<file path="config.mk">
export PLATFORM = sky130hd
export DESIGN_NAME = jtopl_pg_multi
export DESIGN_NICKNAME = d
export VERILOG_FILES = /design/src/rtl/jtopl_pg_multi.sv
export SDC_FILE = /design/constraint.sdc
export NUM_CORES = 1
export LEC_CHECK = 0
export CAP_MARGIN = 20
export CORE_MARGIN = 2
export CORE_UTILIZATION = 30
export CTS_BUF_LIST = sky130_fd_sc_hd__clkbuf_8
export CTS_CLUSTER_DIAMETER = 120
export DETAILED_ROUTE_END_ITERATION = 16
export GPL_TIMING_DRIVEN = 0
export SETUP_SLACK_MARGIN = 0.4
export SYNTH_ARGS = -nofsm -noshare
export SYNTH_HDL_FRONTEND = slang
export SYNTH_SLANG_ARGS = --single-unit
</file>
<file path="constraint.sdc">
create_clock -name clk -period 43.8 [get_ports clk]
set_clock_uncertainty 0.05 [all_clocks]
set_input_delay 13.14 -clock clk [delete_from_list [all_inputs] [get_ports clk]]
set_output_delay 13.14 -clock clk [all_outputs]
set_load 0.03 [all_outputs]
</file>
<file path="src/rtl/jtopl_pg_multi.sv">
// Time-multiplexed OPL phase generator: one operator slot per cen, two-stage
// pipeline (increment calculation, then phase accumulate into per-slot storage).
module jtopl_pg_multi #(
    parameter int SLOTS = 18,
    parameter int PW    = 20,
    parameter int FNW   = 10
) (
    input  logic           clk,
    input  logic           rst,
    input  logic           cen,
    input  logic [2:0]     block,
    input  logic [FNW-1:0] fnum,
    input  logic [3:0]     mul,
    input  logic [2:0]     lfo_mod,
    input  logic           viben,
    input  logic           vib_dep,
    input  logic           pg_rst,
    output logic [3:0]     keycode,
    output logic [9:0]     phase_op,
    output logic [4:0]     op_slot,
    output logic           op_valid
);

    localparam int SW  = $clog2(SLOTS);
    localparam int IW  = FNW + 7;
    localparam int PRW = FNW + PW + 12;

    logic [SW-1:0] r_slot;

    logic [SW-1:0] r1_slot;
    logic [3:0]    r1_mul;
    logic          r1_pg_rst;
    logic          r1_valid;
    logic [IW-1:0] r1_phinc;
    logic [3:0]    r_keycode;

    logic [PW-1:0] r_phase [SLOTS];
    logic [9:0]    r_op_phase;
    logic [SW-1:0] r_op_slot;
    logic          r_op_valid;

    logic [2:0]     w_a;
    logic [2:0]     w_m;
    logic [2:0]     w_h;
    logic [2:0]     w_pm_mag;
    logic           w_pm_neg;
    logic [FNW:0]   w_fnx;
    logic [FNW:0]   w_pm_ext;
    logic [FNW:0]   w_fm;
    logic [IW:0]    w_fm_sh;
    logic [IW-1:0]  w_phinc;
    logic [4:0]     w_mul_x2;
    logic [PRW-1:0] w_prod;
    logic [PW-1:0]  w_inc;
    logic [PW-1:0]  w_ph_cur;
    logic [PW-1:0]  w_ph_nxt;

    assign w_a = fnum[FNW-1 -: 3];

    // Vibrato offset as sign + magnitude over the 8-step triangle
    always_comb begin
        w_m      = vib_dep ? w_a : {1'b0, w_a[2:1]};
        w_h      = {1'b0, w_m[2:1]};
        w_pm_mag = 3'd0;
        w_pm_neg = 1'b0;
        if (viben) begin
            case (lfo_mod)
                3'd1, 3'd3: w_pm_mag = w_h;
                3'd2:       w_pm_mag = w_m;
                3'd5, 3'd7: begin w_pm_mag = w_h; w_pm_neg = 1'b1; end
                3'd6:       begin w_pm_mag = w_m; w_pm_neg = 1'b1; end
                default:    w_pm_mag = 3'd0;
            endcase
        end
    end

    assign w_fnx    = {fnum, 1'b0};
    assign w_pm_ext = {{(FNW-2){1'b0}}, w_pm_mag};
    assign w_fm     = w_pm_neg ? (w_fnx - w_pm_ext) : (w_fnx + w_pm_ext);
    assign w_fm_sh  = {7'd0, w_fm} << block;
    assign w_phinc  = w_fm_sh[IW:1];

    // Multiplier table stored doubled so the 0.5x code stays integral
    always_comb begin
        w_mul_x2 = 5'd1;
        case (r1_mul)
            4'd0:  w_mul_x2 = 5'd1;
            4'd1:  w_mul_x2 = 5'd2;
            4'd2:  w_mul_x2 = 5'd4;
            4'd3:  w_mul_x2 = 5'd6;
            4'd4:  w_mul_x2 = 5'd8;
            4'd5:  w_mul_x2 = 5'd10;
            4'd6:  w_mul_x2 = 5'd12;
            4'd7:  w_mul_x2 = 5'd14;
            4'd8:  w_mul_x2 = 5'd16;
            4'd9:  w_mul_x2 = 5'd18;
            4'd10: w_mul_x2 = 5'd20;
            4'd11: w_mul_x2 = 5'd20;
            4'd12: w_mul_x2 = 5'd24;
            4'd13: w_mul_x2 = 5'd24;
            4'd14: w_mul_x2 = 5'd30;
            4'd15: w_mul_x2 = 5'd30;
            default: w_mul_x2 = 5'd1;
        endcase
    end

    assign w_prod   = PRW'(r1_phinc) * PRW'(w_mul_x2);
    assign w_inc    = w_prod[PW:1];
    assign w_ph_cur = r_phase[r1_slot];
    assign w_ph_nxt = r1_pg_rst ? '0 : (w_ph_cur + w_inc);

    always_ff @(posedge clk or posedge rst) begin
        if (rst) begin
            r_slot     <= '0;
            r1_slot    <= '0;
            r1_mul     <= '0;
            r1_pg_rst  <= 1'b0;
            r1_valid   <= 1'b0;
            r1_phinc   <= '0;
            r_keycode  <= '0;
            r_op_phase <= '0;
            r_op_slot  <= '0;
            r_op_valid <= 1'b0;
            for (int i = 0; i < SLOTS; i++) r_phase[i] <= '0;
        end else if (cen) begin
            r_slot    <= (r_slot == SW'(SLOTS - 1)) ? '0 : r_slot + SW'(1);
            r1_slot   <= r_slot;
            r1_mul    <= mul;
            r1_pg_rst <= pg_rst;
            r1_valid  <= 1'b1;
            r1_phinc  <= w_phinc;
            r_keycode <= {block, fnum[FNW-1]};
            r_op_valid <= r1_valid;
            // Bubble right after reset leaves storage and outputs untouched
            if (r1_valid) begin
                r_phase[r1_slot] <= w_ph_nxt;
                r_op_phase       <= w_ph_nxt[PW-1 -: 10];
                r_op_slot        <= r1_slot;
            end
        end
    end

    assign keycode  = r_keycode;
    assign phase_op = r_op_phase;
    assign op_slot  = 5'(r_op_slot);
    assign op_valid = r_op_valid;

endmodule

</file>
==> flow_metrics.py <==
metrics = {
    "worst_setup_path": {
        "r2r_start": "r1_mul[3]",
        "regToRegEndpoint": "r_phase[217]",
        "critical_path_arrival_ns": 17.21,
        "cp-start-kind": "input pin",
        "cp-end-kind": "flop",
        "critPathTopFamily": "compound AO/OA/AOI/OAI gates",
        "path_class": "in -> reg",
        "path_max_fanout": 5,
        "cp_cell_sequence": "clkdlybuf4s50_1 > or3b_2 > a21boi_2 > o21ai_0 > fa_1 > a211oi_1 > nand2_1 > o32ai_2 > xnor2_1 > mux4_2 > a31oi_1 > nand3_1 > a31oi_1",
        "cp.buffers_inverters": 1,
        "critPathMaxStageDelay_ns": 0.60,
        "cpMostUsedCell": "a31oi_1",
        "worstPathRequired_ns": 44.32,
        "ff2ff_path_depth": 27,
        "r2r_slack_ns": 36.28,
        "crit_slowest_cell": "clkdlybuf4s50_1",
    },
    "routing": {
        "wirelength_mm": 60.7,
        "drc": 0,
        "dr.pass1.iters": 6,
        "first_iter_violations": 1385,
        "ant_nets": 0,
        "vias": 16800,
        "wl_per_cell_um": 18.0,
        "via_per_inst": 4.99,
    },
    "power": {
        "power.internal_w": 0.00100,
        "p_sw_w": 0.000825,
        "ir_worst_vdd_uv": 37.3,
        "leakage_nw": 11.2,
        "pwr-share-seq_pct": 31.3,
        "p_per_area_nw_per_um2": 72.1,
        "share_comb_of_total_power_pct": 49.3,
        "switching_share_pct": 45.1,
        "p_clk_share_pct": 19.3,
    },
    "synth": {
        "yosysSeqAreaShare_pct": 46.4,
        "async_flop_share_pct": 100,
        "synth_edf_count": 0,
        "synth-seq-cells": 413,
        "synth_top_area_share_pct": 46.4,
        "ys_dominant_reg_cell": "dfrtp_1",
        "ys_top_cells_by_area": "dfrtp_1, o21ai_0, mux4_2",
        "synth.distinct_cells": 74,
        "syn-num-nets": 2378,
        "ys_warn_count": 0,
        "netlist_area_um2": 22300,
        "synthCells": 2251,
        "syn_avg_cell_area_um2": 9.89,
        "synth_top_cell_by_area": "dfrtp_1",
    },
    "floorplanning": {
        "floorplan.die.height_um": 276,
        "rows": 99,
        "start_util_pct": 30.4,
        "pin_count": 46,
        "fp.coreArea_um2": 73200,
        "die_area_um2": 76400,
        "die_w_um": 276,
    },
    "sta": {
        "worst_pin_slew_ns": 0.941,
        "period_needed_ns": 16.69,
        "max_freq_mhz": 59.9,
        "timing.hold.ws_ns": 0.425,
        "maxSlewViolCount": 0,
        "relSlewSlack_pct": 35.7,
        "finalCritPeriodShare_pct": 38.1,
        "tns_ns": 0,
        "finalSetupViolations": 0,
        "hold_viol": 0,
        "rsz0062_at_grt": "false",
    },
    "cts": {
        "cts_setup_buffers": 0,
        "clock-sinks": 413,
        "cts_hold_buf": 0,
        "clkTransAtPathRegs_ns": 0.06,
        "clk_path_buf_depth": 3,
        "h-tree-depth": 3,
        "ctsResizeCount": 0,
        "cts_buffers": 69,
        "clock_latency_ns": 0.66,
        "tritoncts": "done",
        "clock-root-buffer": "clkbuf_8",
    },
    "layout": {
        "final_cell_mix": "nand2_1, dfrtp_1, o21ai_0",
        "synthToLayoutAreaGrowth_pct": 14.0,
        "seq_area_um2": 10300,
        "multi_input_area_um2": 10900,
        "layout_commonest_cell": "nand2_1",
        "final_net_count": 2496,
        "utilization_pct": 34.7,
        "num_antenna_cells": 0,
        "fill_cells": 7477,
        "drive_gt1_share_pct": 10.7,
    },
    "place": {
        "gp_congestion": 0.861,
        "io_buffers": 43,
        "dp_hpwl_mm": 45.2,
    },
    "global_route": {
        "overflow": 0,
        "grt_pass1_wl_mm": 98.9,
        "grt_pass1_vias": 17200,
        "grt_antenna_before_repair": 0,
        "grt_max_degree": 131,
        "track_usage_pct": 16.1,
    },
    "job": {
        "cap_violations": 0,
    },
    "min_path": {
        "hold_path_depth": 2,
        "hold_path_class": "reg -> reg",
        "hold_path_startpoint": "r_phase[17]",
        "hold_end": "r_phase[17]",
    },
    "status": {
        "status": "finished clean",
    },
}
[stage by stage]
step	power [W]	instances	instance area [µm²]	setup WS, ns
after floorplan	0.00118	2251	22300	19.12
after global placement	0.00146	3253	23900	13.67
after detailed placement	0.00147	3257	24000	26.47
after CTS	0.00184	3375	25400	27.16
after global routing	0.00198	3375	25400	26.93
final	0.00183	3375	25400	27.11
[per-layer routing]
layer / up-vias / wire [µm] / track usage, % / part of all wire, %
li1: 8005 / - / - / -
met1: 8356 / 28400 / 22.5 / 47
met2: 399 / 27900 / 25.7 / 46
met3: 79 / 3450 / 3.50 / 5.7
met4: 0 / 922 / 3.46 / 1.5
met5: - / 0 / 0 / 0
[worst max-delay path by stage]
stage | startpoint | to | slack (ns) | cells past startpoint
2_1_floorplan | rst | keycode[0] | 19.12 | 1
3_3_place_gp | rst | r_phase[336] | 13.67 | 2
3_5_place_dp | lfo_mod[1] | r1_phinc[12] | 26.47 | 13
4_1_cts | lfo_mod[1] | r1_phinc[8] | 27.16 | 13
5_1_grt | lfo_mod[1] | r1_phinc[8] | 26.93 | 13
6_report | lfo_mod[1] | r1_phinc[8] | 27.11 | 13
[Yosys cell counts (5+ instances only)]
cell type  count
a21oi_1       46
mux2i_1       24
buf_1          6
a2111oi_0      5
o31ai_1       20
a21o_1        13
fa_1          47
nor3_1        18
ha_1          54
o21ai_0      380
and2_1        47
mux4_2        84
mux2_2        36
nand2_1      459
o22ai_1        6
nor2b_1       16
nand3_1       18
o211ai_1       5
nor4_1         6
a211oi_1      21
clkbuf_1     148
buf_2         13
and3_1         9
inv_1         86
xor2_1        12
nor2_1        96
a31oi_1       28
xnor2_1       31
nand2b_1      24
or2_2          5
dfrtp_1      413
[power groups by stage]
stage          logic (W)  registers (W)  clock network (W)
2_1_floorplan   0.000618       0.000565                  0
3_3_place_gp    0.000886       0.000575                  0
3_5_place_dp    0.000897       0.000577                  0
4_1_cts         0.000903       0.000572           0.000361
5_1_grt          0.00101       0.000588           0.000378
6_report        0.000902       0.000573           0.000353
[final cells by class]
cell class | instances | area share [%]
buffer | 172 | 2.73
clock buffer | 79 | 4.28
clock inverter | 39 | 1.18
inverter | 87 | 1.32
multi-input combinational | 1579 | 43.0
sequential | 413 | 40.7
tap | 959 | 4.73
timing repair buffer | 47 | 2.04
[state kept, by name (all words and copies together), names as in the netlist]
register,flops
r_phase,360
r1_pg_rst,1
phase_op,10
r1_valid,1
r1_slot,5
r1_mul,4
r_slot,5
op_slot,5
r1_phinc,17
op_valid,1
keycode,4
[tightest hold or removal path, stage by stage (launching register included)]
cell	delay, ns
dfrtp_1	0.34
nand2_1	0.04
o21ai_0	0.06
[cells by family (layout without fill, tap and decap cells)]
group / after synthesis / count (layout) / share of synthesized area, %
simple gates: 717 / 717 / 13.8
compound gates: 573 / 573 / 14.7
flops: 413 / 413 / 46.4
buf+inv: 259 / 424 / 4.57
mux: 144 / 144 / 11.4
fa+ha+maj: 101 / 101 / 7.26
xor+xnor: 44 / 44 / 1.76
(Power assumes the default switching activity.)
